`config.mk`:
```
export PLATFORM = sky130hd
export DESIGN_NAME = writeback_arbiter
export DESIGN_NICKNAME = d
export VERILOG_FILES = /design/src/rtl/wb_pkg.sv /design/src/rtl/wb_scoreboard.sv /design/src/rtl/writeback_arbiter.sv
export SDC_FILE = /design/constraint.sdc
export NUM_CORES = 1
export LEC_CHECK = 0
export CORE_MARGIN = 3
export CORE_UTILIZATION = 30
export CTS_BUF_LIST = sky130_fd_sc_hd__clkbuf_2
export CTS_CLUSTER_DIAMETER = 50
export DETAILED_ROUTE_END_ITERATION = 10
export PLACE_DENSITY_LB_ADDON = 0.08
export SLEW_MARGIN = 20
export SYNTH_ARGS = -nofsm -noshare
export SYNTH_HDL_FRONTEND = slang
export SYNTH_HIERARCHICAL = 1
export SYNTH_SLANG_ARGS = --single-unit
```
`constraint.sdc`:
```
create_clock -name SYS_clk -period 4 [get_ports SYS_clk]
set_input_delay 0.8 -clock SYS_clk [delete_from_list [all_inputs] [get_ports SYS_clk]]
set_output_delay 0.8 -clock SYS_clk [all_outputs]
set_load 0.05 [all_outputs]
```
`src/rtl/wb_pkg.sv`:
```
// Shared widths, source identifiers and grant encoding for the register-file
// writeback path.
package wb_pkg;
  localparam int XLEN       = 32;
  localparam int REG_ADDR_W = 5;
  localparam int NUM_REGS   = 1 << REG_ADDR_W;
  localparam int NUM_SRC    = 3;

  localparam logic [1:0] SRC_ALU = 2'd0;
  localparam logic [1:0] SRC_LSU = 2'd1;
  localparam logic [1:0] SRC_MDU = 2'd2;

  // One-hot grant vector, indexed by the SRC_* constants.
  typedef logic [NUM_SRC-1:0] grant_t;
endpackage

```
`src/rtl/wb_scoreboard.sv`:
```
// Pending-write scoreboard: one bit per architectural register, set at issue
// and cleared when the register file commits the write.
module wb_scoreboard
  import wb_pkg::*;
(
  input  logic                  SYS_clk,
  input  logic                  SYS_reset,
  input  logic                  set_valid,
  input  logic [REG_ADDR_W-1:0] set_rd,
  input  logic                  clr_valid,
  input  logic [REG_ADDR_W-1:0] clr_rd,
  output logic [NUM_REGS-1:0]   pending
);

  logic [NUM_REGS-1:0] set_mask;
  logic [NUM_REGS-1:0] clr_mask;

  always_comb begin
    set_mask = '0;
    clr_mask = '0;
    if (set_valid) set_mask[set_rd] = 1'b1;
    if (clr_valid) clr_mask[clr_rd] = 1'b1;
  end

  // Set is OR'ed in after the clear, so a new producer issued in the commit
  // cycle of the old one keeps the bit. x0 never has a producer.
  always_ff @(posedge SYS_clk or negedge SYS_reset) begin
    if (!SYS_reset) pending <= '0;
    else            pending <= ((pending & ~clr_mask) | set_mask) & ~NUM_REGS'(1);
  end

endmodule

```
`src/rtl/writeback_arbiter.sv`:
```
// Arbitrates ALU/LSU/MDU results onto the single register-file write port
// with ALU starvation protection, and tracks outstanding destinations.
module writeback_arbiter
  import wb_pkg::*;
#(
  parameter int STARVE_LIMIT = 4,
  parameter int XLEN         = wb_pkg::XLEN
) (
  input  logic                  SYS_clk,
  input  logic                  SYS_reset,
  input  logic                  ALU_wb_valid,
  output logic                  ALU_wb_ready,
  input  logic [REG_ADDR_W-1:0] ALU_wb_rd,
  input  logic [XLEN-1:0]       ALU_wb_value,
  input  logic                  LSU_wb_valid,
  output logic                  LSU_wb_ready,
  input  logic [REG_ADDR_W-1:0] LSU_wb_rd,
  input  logic [XLEN-1:0]       LSU_wb_value,
  input  logic                  MDU_wb_valid,
  output logic                  MDU_wb_ready,
  input  logic [REG_ADDR_W-1:0] MDU_wb_rd,
  input  logic [XLEN-1:0]       MDU_wb_value,
  input  logic                  ISSUE_valid,
  input  logic [REG_ADDR_W-1:0] ISSUE_rd,
  output logic                  REG_write_enable,
  output logic [REG_ADDR_W-1:0] REG_write_address,
  output logic [XLEN-1:0]       REG_write_value,
  output logic [NUM_REGS-1:0]   WB_pending,
  output logic [31:0]           WB_count
);

  localparam int CNT_W = $clog2(STARVE_LIMIT + 1);

  function automatic logic [CNT_W-1:0] sat_inc(input logic [CNT_W-1:0] v);
    if (v >= CNT_W'(STARVE_LIMIT)) return CNT_W'(STARVE_LIMIT);
    return v + CNT_W'(1);
  endfunction

  logic [CNT_W-1:0]      starve_cnt;
  logic                  alu_starved;
  grant_t                gnt_p0;
  logic                  vld_p0;
  logic [REG_ADDR_W-1:0] rd_p0;
  logic [XLEN-1:0]       val_p0;

  // ---- stage p0: arbitration and source mux ----
  always_comb begin
    gnt_p0      = '0;
    alu_starved = ALU_wb_valid && (starve_cnt >= CNT_W'(STARVE_LIMIT));
    if (!SYS_reset)        gnt_p0          = '0;
    else if (alu_starved)  gnt_p0[SRC_ALU] = 1'b1;
    else if (LSU_wb_valid) gnt_p0[SRC_LSU] = 1'b1;
    else if (MDU_wb_valid) gnt_p0[SRC_MDU] = 1'b1;
    else if (ALU_wb_valid) gnt_p0[SRC_ALU] = 1'b1;
  end

  assign ALU_wb_ready = gnt_p0[SRC_ALU];
  assign LSU_wb_ready = gnt_p0[SRC_LSU];
  assign MDU_wb_ready = gnt_p0[SRC_MDU];

  always_comb begin
    vld_p0 = |gnt_p0;
    rd_p0  = ALU_wb_rd;
    val_p0 = ALU_wb_value;
    if (gnt_p0[SRC_LSU]) begin
      rd_p0  = LSU_wb_rd;
      val_p0 = LSU_wb_value;
    end else if (gnt_p0[SRC_MDU]) begin
      rd_p0  = MDU_wb_rd;
      val_p0 = MDU_wb_value;
    end
  end

  always_ff @(posedge SYS_clk or negedge SYS_reset) begin
    if (!SYS_reset)                          starve_cnt <= '0;
    else if (!ALU_wb_valid || ALU_wb_ready)  starve_cnt <= '0;
    else                                     starve_cnt <= sat_inc(starve_cnt);
  end

  // ---- stage p1: register-file write port ----
  // rd=0 grants consume the result but never raise the write strobe.
  always_ff @(posedge SYS_clk or negedge SYS_reset) begin
    if (!SYS_reset) begin
      REG_write_enable  <= 1'b0;
      REG_write_address <= '0;
      REG_write_value   <= '0;
    end else begin
      REG_write_enable <= vld_p0 && (rd_p0 != '0);
      if (vld_p0) begin
        REG_write_address <= rd_p0;
        REG_write_value   <= val_p0;
      end
    end
  end

  always_ff @(posedge SYS_clk or negedge SYS_reset) begin
    if (!SYS_reset)            WB_count <= '0;
    else if (REG_write_enable) WB_count <= WB_count + 32'd1;
  end

  wb_scoreboard u_scoreboard (
    .SYS_clk   (SYS_clk),
    .SYS_reset (SYS_reset),
    .set_valid (ISSUE_valid && (ISSUE_rd != '0)),
    .set_rd    (ISSUE_rd),
    .clr_valid (REG_write_enable),
    .clr_rd    (REG_write_address),
    .pending   (WB_pending)
  );

endmodule

```
After elaboration in Yosys (flattened, before gate mapping):

Cells that the tools add are included.

* output and inout bits: 105
* bits of input ports: 122
* logic and storage cells: 50
* register bits: 104

* $lt $le $gt $ge: 5
* reduce and logical (&&, ||, !) cells: 10
* add/sub/neg operators: 2
* multiplexer cells: 24
* bitwise logic cells: 3

Operator list (count)
* $mux 32: 4
* $add 32x1->32 const B: 1
* $and 32x32->32: 1
* $not 32->32: 1
* $or 32x32->32: 1
* $lt 5x6->1 const B: 2
* $mux 3: 4
* $mux 1: 11
* $demux 1 s5: 2
* $ge 5x1->1 const B: 2
* $mux 5: 2
* $reduce_bool 5->1: 2
* $logic_and 1x1->1: 5
* $add 3x1->3 const B: 1
* $ge 3x3->1 const B: 1
* $reduce_or 3->1: 1
* $mux 2: 1
* $logic_not 1->1: 1
* $logic_or 1x1->1: 1

Logic depth before layout (Yosys ltp):

* depth after elaboration: 9
* mapped depth: 6
* mapped depth without buffers: 6

Modules after synthesis:

The synthesis kept the hierarchy.

By module, submodules not included
* writeback_arbiter: cells each 356, instances 1, area each 3764.9 sq um, seq. area each 1826.8 sq um
* wb_scoreboard: cells each 121, instances 1, area each 1282.5 sq um, seq. area each 775.7 sq um

Worst setup path after synthesis:

No wires, ideal clock.

* path type: input -> output
* start point: input port LSU_wb_valid
* end point: output port ALU_wb_ready
* slack: 1.490 ns
* cell stages on the path: 3
* data required time: 3.200 ns
* arrival: 1.710 ns
* path through: nor2_1 o21ai_0 nor2_1

* cells in the longest elaborated chain, start to end: 3

RTL lines
* from (decl): RTL line writeback_arbiter.sv:15 `input logic LSU_wb_valid,`
* $mux 1: RTL line writeback_arbiter.sv:52 `else if (LSU_wb_valid) gnt_p0[SRC_LSU] = 1'b1;`
* $mux 1: RTL line writeback_arbiter.sv:51 `else if (alu_starved) gnt_p0[SRC_ALU] = 1'b1;`
* $mux 3: RTL line writeback_arbiter.sv:50 `if (!SYS_reset) gnt_p0 = '0;`
* to (decl): RTL line writeback_arbiter.sv:12 `output logic ALU_wb_ready,`

Every way passes these cells.

Worst setup path after layout:

* start point: input port SYS_reset
* end point: output port MDU_wb_ready

* cells in the longest elaborated chain, start to end: 1

RTL lines
* from (decl): RTL line writeback_arbiter.sv:10 `input logic SYS_reset,`
* $mux 3: RTL line writeback_arbiter.sv:50
* to (decl): RTL line writeback_arbiter.sv:20 `output logic MDU_wb_ready,`

Every way passes these cells.

==> results by group <==
Global routing
  – Met1 usage: 21.15%
  – Initial antenna violation count: 1
  – Number of global-route vias before repair: 4396
  – GRT Residual Overflow: 0
  – Largest net degree at the start of global routing: 76
  – GRT Util Overall: 16.93%
  – Most Used Layer, Global Route: met2
  – First-pass GRT wire length: 24210 um
  – GR Util met3: 6.612%
  – M2 GR Usage: 26.66%

Cells and area
  – Most frequent cells in the layout: 221 x clkdlybuf4s50_1, 104 x dfrtp_1, 49 x nor2_1
  – Final nets: 825
  – Register area: 2603 um^2
  – Area of the multi-input gates: 2331 um^2
  – Fill cells: 1477
  – Post-route cell area: 7664 um^2
  – Area delta synth->final: 51.83%
  – Ratio of cells with drive above 1 in the final layout: 5.540%
  – Commonest non-fill, non-tap cell in the layout: clkdlybuf4s50_1

Clock tree
  – Clock root buffer: clkbuf_2
  – Clk slew on worst S/H paths: 0.26 ns
  – CTS tree: built
  – Clk sinks: 104
  – # resized after CTS: 0
  – Num CTS Buffers: 9
  – Skew-Pair Late Insertion Delay: 0.60 ns
  – Post-CTS Repair Setup Buffers: 0
  – CTS max path bufs: 2
  – H-Tree Depth: 3
  – Hold-fix buffers, CTS: 1

STA
  – Final hold vios: 0
  – Final Critical Period: 3.203 ns
  – Layout Skew: 0.03997 ns
  – Setup Viol. Count Final: 0
  – Slew margin rel.: 58.99%
  – Tcrit/Tclk final: 80.08%
  – F_max: 312.2 MHz
  – RSZ-0062 raised after global routing: false
  – Actual transition at the worst max-transition pin: 0.6152 ns
  – Setup TNS: 0 ns
  – Max-slew violations: 0

Setup path
  – Worst EP arrival: 2.40 ns
  – FF-to-FF End: REG_write_enable
  – CP Launch Type: primary input
  – Critical path fanouts, max: 25
  – Worst Path Required: 3.20 ns
  – Worst setup path startpoint: SYS_reset
  – RR Startpoint: starve_cnt[2]
  – Nature of the critical path endpoint: output pin
  – Setup slack, reg-to-reg: 2.07 ns
  – Crit path cell chain: dlygate4sd3_1, buf_4, a21boi_4, nand2_2, inv_1, buf_12
  – Family with the most delay on the worst path: buffers and inverters
  – Critical path depth in cells: 6
  – Max incr delay on CP: 0.58 ns
  – R2R depth: 6
  – Crit path max-delay cell type: dlygate4sd3_1
  – Buf/Inv on CP: 4
  – Critical path endpoint: MDU_wb_ready
  – Critical path class: primary input to output pin

Place
  – Dpl cell area: 7547 um^2
  – RD Place Congestion: 0.8210
  – Hpwl dp: 12020 um
  – Count of port buffers added during placement: 225

Routing
  – First drt pass iteration count: 5
  – Iter 0 DRT Violations: 183
  – Vias: 4439
  – Residual DRC: 0
  – Final WL: 15410 um
  – Antenna viol nets, final: 0
  – Detail-routed via count per cell: 4.820
  – WL/cell: 16.73 um

Floorplan
  – Num ports: 227
  – Die ar.: 18420 um^2
  – Core region area: 16170 um^2
  – Site Rows: 46
  – Die Y: 135.7 um
  – Die width: 135.7 um
  – Starting Density: 31.21%

Synthesis
  – #FFs+latches synth: 104
  – Sequential-to-total area share from yosys stat: 51.56%
  – Post-synth cell types: 49
  – FFs w/ async S/R, synth: 100.0%
  – Syn nets: 602
  – Yosys top cell area share: 51.56%
  – Ys Warns: 6
  – Syn avg cell area: 10.58 um^2
  – Synth area leader: dfrtp_1
  – Cell Area, Synth: 5047 um^2
  – Post-synth top flop: dfrtp_1
  – Cell count after synthesis: 477
  – Post-synth EDFFs: 0
  – Synth area leaders: dfrtp_1 52%, mux2i_1 6.3%, a211oi_1 4.8%

Min path
  – HP Start: WB_count[31]
  – Worst min-delay path class: flop to flop

Flow run
  – Max Cap Viol: 0

Status
  – Status: complete, no violations

Pwr
  – Static Leakage: 3.409 nW
  – Maximum VDD drop: 0.0003679 V
  – Power Density: 481.6 nW/um^2
cell usage after synthesis (2+ instances only):
library cell  instances
o221ai_1              3
a211oi_1             32
a21o_1               32
o21ai_0              32
o21ai_1              37
nand2_2               2
nand2_1              21
and3_1                5
or3_1                 2
nand2b_1              2
nand4_1               4
clkbuf_1              5
nand4_2               2
or3b_1                2
nor2_1               49
buf_4                 4
and2_1                2
xnor2_1              18
and4_1                3
o32a_1                3
xor2_1               13
mux2i_1              32
nand3_1              15
buf_2                10
nand3b_1             10
dfrtp_1             104
or3b_4                4
inv_1                 6
ha_1                  3
sequential cells by signal, indices dropped and copies added (netlist names):
| register | flops |
|---|---|
| REG_write_value | 32 |
| WB_count | 32 |
| u_scoreboard/pending | 31 |
| REG_write_address | 5 |
| starve_cnt | 3 |
| REG_write_enable | 1 |
through the flow:
step | instances | utilization (%) | worst slack (ns) | hold WS [ns] | total power [mW]
6_report | 921 | 47.39 | 0.7968 | 0.4848 | 3.691
5_1_grt | 921 | 47.39 | 0.6477 | 0.4975 | 3.882
3_3_place_gp | 904 | 46.67 | 1.119 | 0.4568 | 3.214
3_5_place_dp | 904 | 46.67 | 1.075 | 0.4616 | 3.239
2_1_floorplan | 477 | - | 1.490 | 0.5044 | 2.506
4_1_cts | 920 | 47.37 | 0.7551 | 0.4909 | 3.736
how the worst min path moves through the flow:
stage	to	slack, ns	cells past startpoint
2_1_floorplan	REG_write_address[0]	0.50	0
3_3_place_gp	WB_count[31]	0.46	1
3_5_place_dp	WB_count[31]	0.46	1
4_1_cts	WB_count[31]	0.49	1
5_1_grt	WB_count[31]	0.50	1
6_report	WB_count[31]	0.48	1
kinds of logic (layout without fill, tap and decap cells):
logic type,Yosys count,count (layout),synth area share (%)
multiplexers,33,33,6.569
AO/OA/AOI/OAI,149,149,19.26
AND/OR/NAND/NOR,130,130,13.93
XOR/XNOR,31,31,5.379
other,1,2,0.07430
buffers and inverters,26,253,2.479
adder cells (fa/ha/maj),3,3,0.7438
flip-flops,104,104,51.56
where the power goes:
part	switching, mW	internal, mW
sequential	0.170	1.27
combinational	1.12	0.638
clock	0.344	0.149
per-layer routing:
layer | vias up | wire length [um]
met5 | - | 0
met1 | 2049 | 6333
met2 | 186 | 7330
met4 | 0 | 276
li1 | 2184 | -
met3 | 20 | 1470
area by class of cell:
type	count	area share, %
timing repair buffer	231	30.37
tap	216	3.527
inverter	7	0.3429
clock inverter	3	0.5714
sequential	104	33.96
multi-input combinational	347	30.42
clock buffer	12	0.7837
antenna	1	0.03265
Power figures use the tool's default switching activity.
